===== config.mk =====
export PLATFORM = sky130hd
export DESIGN_NAME = vector_list_sequencer
export DESIGN_NICKNAME = d
export VERILOG_FILES = /design/src/rtl/vector_list_sequencer.sv
export SDC_FILE = /design/constraint.sdc
export NUM_CORES = 1
export LEC_CHECK = 0
export BUFFER_PORTS_ARGS = -buffer_cell sky130_fd_sc_hd__buf_2
export CORE_UTILIZATION = 56
export CTS_BUF_LIST = sky130_fd_sc_hd__clkbuf_8 sky130_fd_sc_hd__clkbuf_16
export DETAILED_ROUTE_END_ITERATION = 10
export GPL_TIMING_DRIVEN = 0
export PLACE_DENSITY_LB_ADDON = 0.12
export SYNTH_ARGS = -nofsm -noshare
export SYNTH_HDL_FRONTEND = slang
export SYNTH_SLANG_ARGS = --single-unit

===== constraint.sdc =====
create_clock -name clk -period 5.6 [get_ports clk]
set_clock_uncertainty 0.1 [all_clocks]
set_input_delay 0.56 -clock clk [delete_from_list [all_inputs] [get_ports clk]]
set_output_delay 0.56 -clock clk [all_outputs]
set_load 0.01 [all_outputs]

===== src/rtl/vector_list_sequencer.sv =====
// rtl/vector_list_sequencer.sv - display-list sequencer feeding the draw_line engine
//
// Walks a synchronous list RAM of 26-bit vector commands {op[1:0], x[11:0], y[11:0]}
// (op: 00 DRAW, 01 JUMP, 10 HALT, 11 NOP) and turns each DRAW/JUMP into a one-cycle
// draw pulse with target x/y, waiting for draw_line's ready. All outputs are registered.
//
// Ports:
//   clk, reset                     system clock, synchronous active-low reset
//   start, stop                    begin a frame at address 0 / finish the current frame then idle
//   busy                           high whenever not idle
//   frame_done, frame_count        one-cycle pulse per frame end / completed frames (wraps)
//   err_overrun                    sticky: list ran past its last address without a HALT
//   list_rd, list_addr, list_data  list RAM read port, data valid the cycle after list_rd
//   draw, jump, x, y               command pulse to draw_line; x/y hold between commands
//   ready                          draw_line is idle and accepting
module vector_list_sequencer #(
    parameter int ADDR_W  = 10,
    parameter int COORD_W = 12,
    parameter bit LOOP    = 1'b1
) (
    input  logic               clk,
    input  logic               reset,
    input  logic               start,
    input  logic               stop,
    output logic               busy,
    output logic               frame_done,
    output logic [15:0]        frame_count,
    output logic               err_overrun,
    output logic               list_rd,
    output logic [ADDR_W-1:0]  list_addr,
    input  logic [25:0]        list_data,
    output logic               draw,
    output logic               jump,
    output logic [COORD_W-1:0] x,
    output logic [COORD_W-1:0] y,
    input  logic               ready
);

    typedef enum logic [2:0] {
        S_IDLE,
        S_FETCH,
        S_LATCH,
        S_DECODE,
        S_WAIT_RDY
    } state_t;

    localparam logic [1:0] OP_DRAW = 2'b00;
    localparam logic [1:0] OP_JUMP = 2'b01;
    localparam logic [1:0] OP_HALT = 2'b10;
    localparam logic [1:0] OP_NOP  = 2'b11;

    localparam logic [ADDR_W-1:0] ADDR_LAST = '1;

    state_t      state;
    logic [25:0] cmd;
    logic        stop_req;
    logic [1:0]  op;
    logic        advance;
    logic        overrun;
    logic        frame_end;

    assign op = cmd[25:24];

    // advance: the current entry is finished and the next address is wanted.
    // Advancing from the last address means the list had no HALT; that ends the
    // frame exactly as a HALT would, but also flags the overrun.
    always_comb begin
        advance   = 1'b0;
        frame_end = 1'b0;
        case (state)
            S_DECODE: begin
                if (op == OP_HALT) begin
                    frame_end = 1'b1;
                end else if (op == OP_NOP) begin
                    advance = 1'b1;
                end
            end
            S_WAIT_RDY: advance = ready;
            default: ;
        endcase
        overrun = advance && (list_addr == ADDR_LAST);
        if (overrun) begin
            frame_end = 1'b1;
        end
    end

    always_ff @(posedge clk) begin
        if (!reset) begin
            state       <= S_IDLE;
            cmd         <= '0;
            stop_req    <= 1'b0;
            busy        <= 1'b0;
            frame_done  <= 1'b0;
            frame_count <= '0;
            err_overrun <= 1'b0;
            list_rd     <= 1'b0;
            list_addr   <= '0;
            draw        <= 1'b0;
            jump        <= 1'b0;
            x           <= '0;
            y           <= '0;
        end else begin
            draw       <= 1'b0;
            jump       <= 1'b0;
            frame_done <= 1'b0;
            list_rd    <= 1'b0;

            // A stop while running is remembered and only honoured at frame end.
            if (state != S_IDLE && stop) begin
                stop_req <= 1'b1;
            end

            case (state)
                S_IDLE: begin
                    if (start) begin
                        list_addr   <= '0;
                        err_overrun <= 1'b0;
                        stop_req    <= stop;
                        list_rd     <= 1'b1;
                        busy        <= 1'b1;
                        state       <= S_FETCH;
                    end
                end
                S_FETCH: state <= S_LATCH;
                S_LATCH: begin
                    cmd   <= list_data;
                    state <= S_DECODE;
                end
                S_DECODE: begin
                    if (op == OP_DRAW || op == OP_JUMP) begin
                        state <= S_WAIT_RDY;
                    end
                end
                S_WAIT_RDY: begin
                    if (ready) begin
                        draw <= 1'b1;
                        jump <= (op == OP_JUMP);
                        x    <= COORD_W'(cmd[23:12]);
                        y    <= COORD_W'(cmd[11:0]);
                    end
                end
                default: state <= S_IDLE;
            endcase

            if (advance && !overrun) begin
                list_addr <= list_addr + ADDR_W'(1);
                list_rd   <= 1'b1;
                state     <= S_FETCH;
            end

            if (frame_end) begin
                frame_done  <= 1'b1;
                frame_count <= frame_count + 16'd1;
                if (overrun) begin
                    err_overrun <= 1'b1;
                end
                // A stop arriving in the very cycle the frame ends still counts.
                if (LOOP && !stop_req && !stop) begin
                    list_addr <= '0;
                    list_rd   <= 1'b1;
                    state     <= S_FETCH;
                end else begin
                    stop_req <= 1'b0;
                    busy     <= 1'b0;
                    state    <= S_IDLE;
                end
            end
        end
    end

endmodule


==> summary.md, run 1 <==
| Metric | Value |
|---|---|
| Proportion of power drawn by combinational gates | 8.3% |
| Number of nets in the layout | 549 |
| H-tree levels | 3 |
| Result of the run | completed |
| Routed wire per std cell | 13.4 um |
| TritonCTS clock tree | built |
| Leading register cell type out of synthesis | dfxtp_1 |
| Fin. Hold Viols | 0 |
| Number of design-rule violations left by the first detailed-router iteration | 124 |
| Hold bufs inserted after CTS | 0 |
| Most common cell in the netlist | nand2_1 |
| Clock Sink Count | 86 |
| Shortest clock period the worst path allows after layout | 2480 ps |
| Capture point of the worst path | list_addr[2]$_SDFF_PN0_ |
| Maximum number of pins on one net before global-route repair | 14 |
| PostCTS Resize Cnt | 0 |
| Synthesized cell area | 3420 sq um |
| Cells after synthesis | 419 |
| Largest vdd supply drop | 0.000197 V |
| Number of iterations in the first detailed-routing pass | 4 |
| Share of the synthesized area in the top cell type | 50.4% |
| Transition at the pin with the smallest max-transition slack | 779 ps |
| List of most frequent post-synthesis cells | nand2_1, dfxtp_1, a21oi_1, clkbuf_1, nor2_1 |
| Register share of total power | 55.2% |
| Net Sw Power | 281 uW |
| Antenna viol nets, final | 0 |
| Number of max-capacitance violations reported | 0 |
| Floorplan row count | 28 |
| Initial antenna violation count | 0 |
| Total nets after synthesis | 452 |
| Top post-synthesis cells by area | dfxtp_1, nand2_1, a21oi_1 |
| Fin crit share | 44.3% |
| Number of different library cells in the post-synthesis netlist | 45 |
| Effective utilization at floorplan | 58.0% |
| Leakage | 1.61 nW |
| Share of synthesized registers carrying an async set or reset | 0% |
| Number of max-slew violations in the final report | 0 |
| Post-layout total power | 1.16 mW |
| Maximum fanout count along the critical path | 10 |
| Area growth from synthesis to final layout | 20.9% |
| Setup-violating endpoint count in the final report | 0 |
| Register-to-register setup slack | 3120 ps |
| Overflow after GRT | 0 |
| Sort of element at the start of the critical path | flop |
| Sw frac | 24.2% |
| Residual DRC count | 0 |
| I/O Buffers | 86 |
| Number of vias in the routed layout | 3230 |
| Core area | 5890 sq um |
| Kind of critical path | flop to flop |
| Maximum buffer depth of the clock tree | 2 |
| Share of power burned in the clock network | 36.4% |
| Tot GR Track Use | 25.8% |
| Via density per instance | 5.43 |
| Average footprint of a synthesized cell | 8.15 sq um |
| Worst Setup SP | list_addr[0]$_SDFF_PN0_ |
| Post-CTS Setup Repair Bufs | 0 |
| Ant diodes | 0 |
| Clock edge transition at the registers on the reported setup and hold paths | 80 ps |
| CTS Buf Count | 9 |
| Area leader, netlist | dfxtp_1 |
| Hold_sp | list_data[13] |
| Synth warn | 0 |
| Placed wire-length estimate | 5660 um |
| Data required time at the worst endpoint | 5700 ps |
| Cell internal pwr | 878 uW |
| Endpoint class of the critical path | flop |
| Register bit count reported by yosys | 86 |
| Sequential-to-total area share from yosys stat | 50.4% |
| Number of placed I/O pins | 87 |
| Path class of the lowest-slack min-delay path | input pin to flop |
| Routed wire length | 7970 um |
| Final weighted congestion in routability-driven placement | 0.799 |
| Clock insertion delay at the later pin of the skew report | 350 ps |
| Headroom to the max-slew limit | 47.8% |
| Power per unit of standard cell area | 281 nW/um^2 |
| Layout Utilization | 70.2% |
| Arrival time of data at the critical path endpoint | 2580 ps |
| Share of final-layout standard cells stronger than drive strength 1 | 21.9% |
| Horizontal die dimension | 80.1 um |
| Destination of the worst register-to-register timing path | list_addr[2]$_SDFF_PN0_ |
| RSZ-0062 raised after global routing | false |
| Worst Reg2Reg Path Length in Cells | 7 |
| Number of enable flip-flop cells after synthesis | 0 |
| Launch point of the worst reg-to-reg path | list_addr[0]$_SDFF_PN0_ |
| Global-route wire length before repair | 12700 um |
| Max Clock Freq | 403 MHz |
| Height of the die | 80.1 um |
| Setup Total Neg Slack | 0 ps |
| Die area | 6420 sq um |
| Master cell of the clock root buffer | clkbuf_8 |
| Via count of the first global-routing pass | 2861 |
registers in the layout, indices dropped and copies added, names as in the netlist, 3 cells and up:
name         cells
frame_count     16
y               12
list_addr       10
state            3
cmd             26
x               12
final cells by class:
| type | instances | area (sq um) |
|---|---|---|
| clock buffer | 10 | 138 |
| fill | 500 | 1760 |
| timing repair buffer | 86 | 430 |
| inverter | 5 | 18.8 |
| tap | 75 | 93.8 |
| buffer | 24 | 114 |
| sequential | 86 | 1720 |
| clock inverter | 5 | 51.3 |
| multi-input combinational | 304 | 1560 |
cell families after synthesis:
group / synth area share [%]
buffers and inverters: 3.88
DFF: 50.4
adders and majority gates: 0.732
xor gates and xnor gates: 0.769
muxes: 0.623
AOI/OAI and AO/OA: 18.7
and+or+nand+nor: 24.9
power groups by stage:
stage	clock (mW)	sequential, mW	combinational, mW
2_1_floorplan	0	0.654	0.0639
3_3_place_gp	0	0.654	0.0941
3_5_place_dp	0	0.655	0.0969
4_1_cts	0.428	0.640	0.0975
5_1_grt	0.453	0.643	0.109
6_report	0.422	0.640	0.0964
per-stage QoR:
step                hold WS (ps)  setup WS, ps  cells  cell area, sq um
finish                       340          3120    595              4130
detailed placement           343          3110    580              3940
global route                 331          2980    595              4130
CTS                          333          3110    595              4130
floorplan                    332          3490    419              3420
global placement             337          3170    580              3940
metal layers:
layer	wire length, um	part of all wire, %	vias to the layer above	track usage, %
met5	0	0	-	0
met4	108	1.4	0	10.9
met3	294	3.7	8	5.45
met2	3970	50	74	45.1
met1	3590	45	1497	30.6
li1	-	-	1651	-
critical path, cell delays in order, from the launching register on:
cell     delay, ps
dfxtp_1        400
ha_1           250
nand3_2        150
nor3_4         300
a21oi_2        180
buf_6          180
o31ai_2        630
nor3_1         140
layout by cell type, fill, tap and decap left out, types with 2 or more instances in the layout:
cell,synthesis,routed
nor4b_1,2,2
nor3_1,8,8
and3_1,2,2
clkbuf_1,17,17
buf_2,4,90
o31ai_1,9,9
o21ai_0,8,8
nor2_1,17,17
clkbuf_8,0,10
a311oi_1,6,6
ha_1,2,2
clkinv_2,0,2
or3_1,5,5
xor2_1,2,2
a21oi_1,73,73
dfxtp_1,86,86
buf_6,2,2
or4_1,9,9
a41oi_1,2,2
inv_1,4,5
nand2_1,119,119
nor2b_1,2,2
nand3_1,12,12
nand4_1,4,4
o21a_1,2,2
worst min-delay path by stage:
stage | cells past startpoint | slack (ps) | to
6_report | 3 | 340 | cmd[13]$_SDFFE_PN0N_
5_1_grt | 3 | 330 | cmd[14]$_SDFFE_PN0N_
4_1_cts | 3 | 330 | cmd[12]$_SDFFE_PN0N_
3_5_place_dp | 2 | 340 | y[10]$_SDFFE_PN0P_
3_3_place_gp | 2 | 340 | y[11]$_SDFFE_PN0P_
2_1_floorplan | 2 | 330 | x[0]$_SDFFE_PN0P_
(Power assumes the default switching activity.)
==> run 2, diff against run 1 <==
--- a/config.mk
+++ b/config.mk
@@ -5,8 +5,9 @@
 export SDC_FILE = /design/constraint.sdc
 export NUM_CORES = 1
 export LEC_CHECK = 0
+export ABC_AREA = 1
 export BUFFER_PORTS_ARGS = -buffer_cell sky130_fd_sc_hd__buf_2
-export CORE_UTILIZATION = 56
+export CORE_UTILIZATION = 48
 export CTS_BUF_LIST = sky130_fd_sc_hd__clkbuf_8 sky130_fd_sc_hd__clkbuf_16
 export DETAILED_ROUTE_END_ITERATION = 10
 export GPL_TIMING_DRIVEN = 0
==> constraint.sdc (replaced) <==
create_clock -name clk -period 2.05 [get_ports clk]
set_clock_uncertainty 0.1 [all_clocks]
set_input_delay 0.205 -clock clk [delete_from_list [all_inputs] [get_ports clk]]
set_output_delay 0.205 -clock clk [all_outputs]
set_load 0.01 [all_outputs]
==> run 2 against run 1 <==
Against the previous run:
- cell area up 13%
- worst hold slack worse by 330 ps
- sequential power rose to 2.8 times the previous value
- count of clock-buffer cells in the layout down 1
- via count up 14%
==> summary.md, run 2 <==
| Metric | Value |
|---|---|
| Path class of the lowest-slack min-delay path | input pin to flop |
| Tot GR Track Use | 24.5% (-1.4 points) |
| Register bit count reported by yosys | 86 (unchanged) |
| Arrival time of data at the critical path endpoint | 1990 ps (-590 ps) |
| Register ranked first by flip-flop count | cmd |
| Overflow after GRT | 0 (unchanged) |
| Ant diodes | 0 (unchanged) |
| Total nets after synthesis | 557 (+23%) |
| Post-route standard cell area excluding fillers | 4680 sq um (+13%) |
| Placed wire-length estimate | 6340 um (+12%) |
| Sort of element at the start of the critical path | flop |
| Clock insertion delay at the later pin of the skew report | 350 ps (about the same) |
| CTS Buf Count | 9 (unchanged) |
| Worst Setup SP | list_addr[0]$_SDFF_PN0_ |
| Height of the die | 89.3 um (+12%) |
| Register-to-register setup slack | 210 ps (-2910 ps) |
| Average footprint of a synthesized cell | 6.98 sq um (-14%) |
| List of most frequent post-synthesis cells | nand2_1, nor2_1, dfxtp_1, a21oi_1, inv_1 |
| Number of iterations in the first detailed-routing pass | 4 (unchanged) |
| Number of nets in the layout | 675 (+23%) |
| Routed wire per std cell | 12.3 um (-8.1%) |
| Fin. Hold Viols | 0 (unchanged) |
| List of cells traversed by the critical path | ha_1 -> nand2_1 -> nor2_1 -> nand2_1 -> nor2_1 -> nand2_2 -> nand2_4 -> nand2_1 -> nand2_4 -> nor2_1 |
| Leakage | 2.04 nW (+27%) |
| Launch point of the worst reg-to-reg path | list_addr[0]$_SDFF_PN0_ |
| Transition at the pin with the smallest max-transition slack | 568 ps (-211 ps) |
| Cells after synthesis | 524 (+25%) |
| Floorplan row count | 31 (+11%) |
| Synth warn | 0 (unchanged) |
| Kind of critical path | flop to flop |
| H-tree levels | 3 (unchanged) |
| Placed cell area | 4210 sq um (+6.8%) |
| Maximum number of pins on one net before global-route repair | 17 (+3) |
| Most frequent standard cell in the layout excluding fill and tap cells | nand2_1 |
| Share of synthesized registers carrying an async set or reset | 0% (unchanged) |
| Via density per instance | 4.94 (-8.9%) |
| Maximum fanout count along the critical path | 9 (-1) |
| Global-route wire length before repair | 15000 um (+18%) |
| Via count of the first global-routing pass | 3418 (+19%) |
| Master cell of the clock root buffer | clkbuf_8 |
| Shortest clock period the worst path allows after layout | 1840 ps (-644 ps) |
| Number of different library cells in the post-synthesis netlist | 26 (-42%) |
| Setup Total Neg Slack | 0 ps (unchanged) |
| Residual DRC count | 0 (unchanged) |
| RSZ-0062 raised after global routing | false |
| Clock Sink Count | 86 (unchanged) |
| Fin crit share | 89.7% (+45 points) |
| Result of the run | completed |
| Horizontal die dimension | 89.3 um (+12%) |
| Number of enable flip-flop cells after synthesis | 0 (unchanged) |
| Kind of cell adding the most delay to the critical path | simple AND/OR/NAND/NOR gates |
| Number of design-rule violations left by the first detailed-router iteration | 182 (+47%) |
| Worst path slowest cell | dfxtp_1 |
| Hold_sp | list_data[21] |
| Number of max-capacitance violations reported | 0 (unchanged) |
| Leading register cell type out of synthesis | dfxtp_1 |
| Filler cell count | 663 (+33%) |
| Number of max-slew violations in the final report | 0 (unchanged) |
| Largest registers ranked by flip-flop count | cmd x26, frame_count x16 |
| Top post-synthesis cells by area | dfxtp_1, nand2_1, nor2_1 |
| Number of placed I/O pins | 87 (unchanged) |
| Max Clock Freq | 544 MHz (+35%) |
| Largest vdd supply drop | 0.000548 V (+180%) |
| Maximum buffer depth of the clock tree | 2 (unchanged) |
| Most frequent cells in the layout | nand2_1, nor2_1, buf_2 |
| Area leader, netlist | dfxtp_1 |
| I/O Buffers | 85 (-1.2%) |
| Number of flip-flops in the largest register | 26 (unchanged) |
| Number of vias in the routed layout | 3688 (+14%) |
| Synthesized cell area | 3660 sq um (+7.1%) |
| Routed wire length | 9180 um (+15%) |
| Power per unit of standard cell area | 769 nW/um^2 (+170%) |
| Data required time at the worst endpoint | 2200 ps (-3500 ps) |
| Clock edge transition at the registers on the reported setup and hold paths | 90 ps (about the same) |
| Headroom to the max-slew limit | 62.1% (+14 points) |
| Initial antenna violation count | 0 (unchanged) |
| Area growth from synthesis to final layout | 28.0% |
| Buffer and inverter count on the worst path | 0 (-1) |
| Sequential-to-total area share from yosys stat | 47.0% (-3.4 points) |
| Slowest stage delay, CP | 390 ps (-240 ps) |
| Endpoint class of the critical path | flop |
| Setup-violating endpoint count in the final report | 0 (unchanged) |
| Die area | 7980 sq um (+24%) |
| Antenna viol nets, final | 0 (unchanged) |
| Most common cell in the netlist | nand2_1 |
| TritonCTS clock tree | built |
| Core area | 7330 sq um (+25%) |
| Final weighted congestion in routability-driven placement | 0.870 (+8.9%) |
| Effective utilization at floorplan | 49.9% (-8.1 points) |
| Share of final-layout standard cells stronger than drive strength 1 | 18.4% (-3.5 points) |
| Share of the synthesized area in the top cell type | 47.0% (-3.4 points) |
## run 2: metrics by stage
step | setup WS (ps) | util, % | hold slack, ps | cells | total power [mW]
floorplan | 406 | - | 240 | 524 | 2.01
global placement | 221 | 57.4 | 328 | 708 | 2.11
detailed placement | 174 | 57.4 | 333 | 708 | 2.12
CTS | 154 | 63.8 | 7.51 | 746 | 3.62
global route | 32.4 | 63.9 | 3.70 | 746 | 3.75
finish | 210 | 63.9 | 11.4 | 746 | 3.60
## run 2: final timing paths
check | endpoint | cells after the start
hold / removal | cmd[21]$_SDFFE_PN0N_ | 3
setup reg to reg | list_addr[7]$_SDFF_PN0_ | 10
setup / recovery | list_addr[7]$_SDFF_PN0_ | 10
hold reg to reg | y[11]$_SDFFE_PN0P_ | 2
## run 2: logic make-up (layout without fill, tap and decap cells)
| kind of cell | Yosys count | count (layout) | synth area share [%] |
|---|---|---|---|
| and+or+nand+nor | 281 | 281 | 31.7 |
| AOI/OAI and AO/OA | 86 | 86 | 11.8 |
| DFF | 86 | 86 | 47.0 |
| buffers and inverters | 63 | 186 | 7.32 |
| xor gates and xnor gates | 6 | 6 | 1.44 |
| adders and majority gates | 2 | 2 | 0.684 |
## run 2: area by class of cell
class	instances	area [sq um]	share of cell area, %
Timing Repair Buffer	107	646	13.8
Buffer	22	114	2.43
Clock buffer	9	124	2.64
Multi-Input combinational cell	375	1680	35.8
Tap cell	99	124	2.64
Clock inverter	7	126	2.70
Sequential cell	86	1720	36.8
Inverter	41	154	3.29
## run 2: worst register-to-register path, stage by stage, from the launching register on
cell and delay [ps]:
dfxtp_1 390, ha_1 230, nand2_1 70, nor2_1 150
nand2_1 110, nor2_1 120, nand2_2 100, nand2_4 120
nand2_1 130, nand2_4 140, nor2_1 70
## run 2: power breakdown
group	internal (mW)	switching, mW	total (mW)	leakage (nW)
Clock	0.827	0.657	1.48	0.122
Sequential	1.75	0.0443	1.80	0.697
Combinational	0.122	0.198	0.320	1.22
## run 2: timing repair
action	in CTS	in global routing
hold buffers	22	0
buffers inserted	0	0
resized for setup	0	1
endpoints found under the hold margin	22	0
endpoints found under the setup margin	0	2
## run 2: layer usage
metal	track usage, %	wire length, um
met3	6.65	403
met4	6.93	110
met5	0	0
met2	42.5	4440
met1	29.8	4220
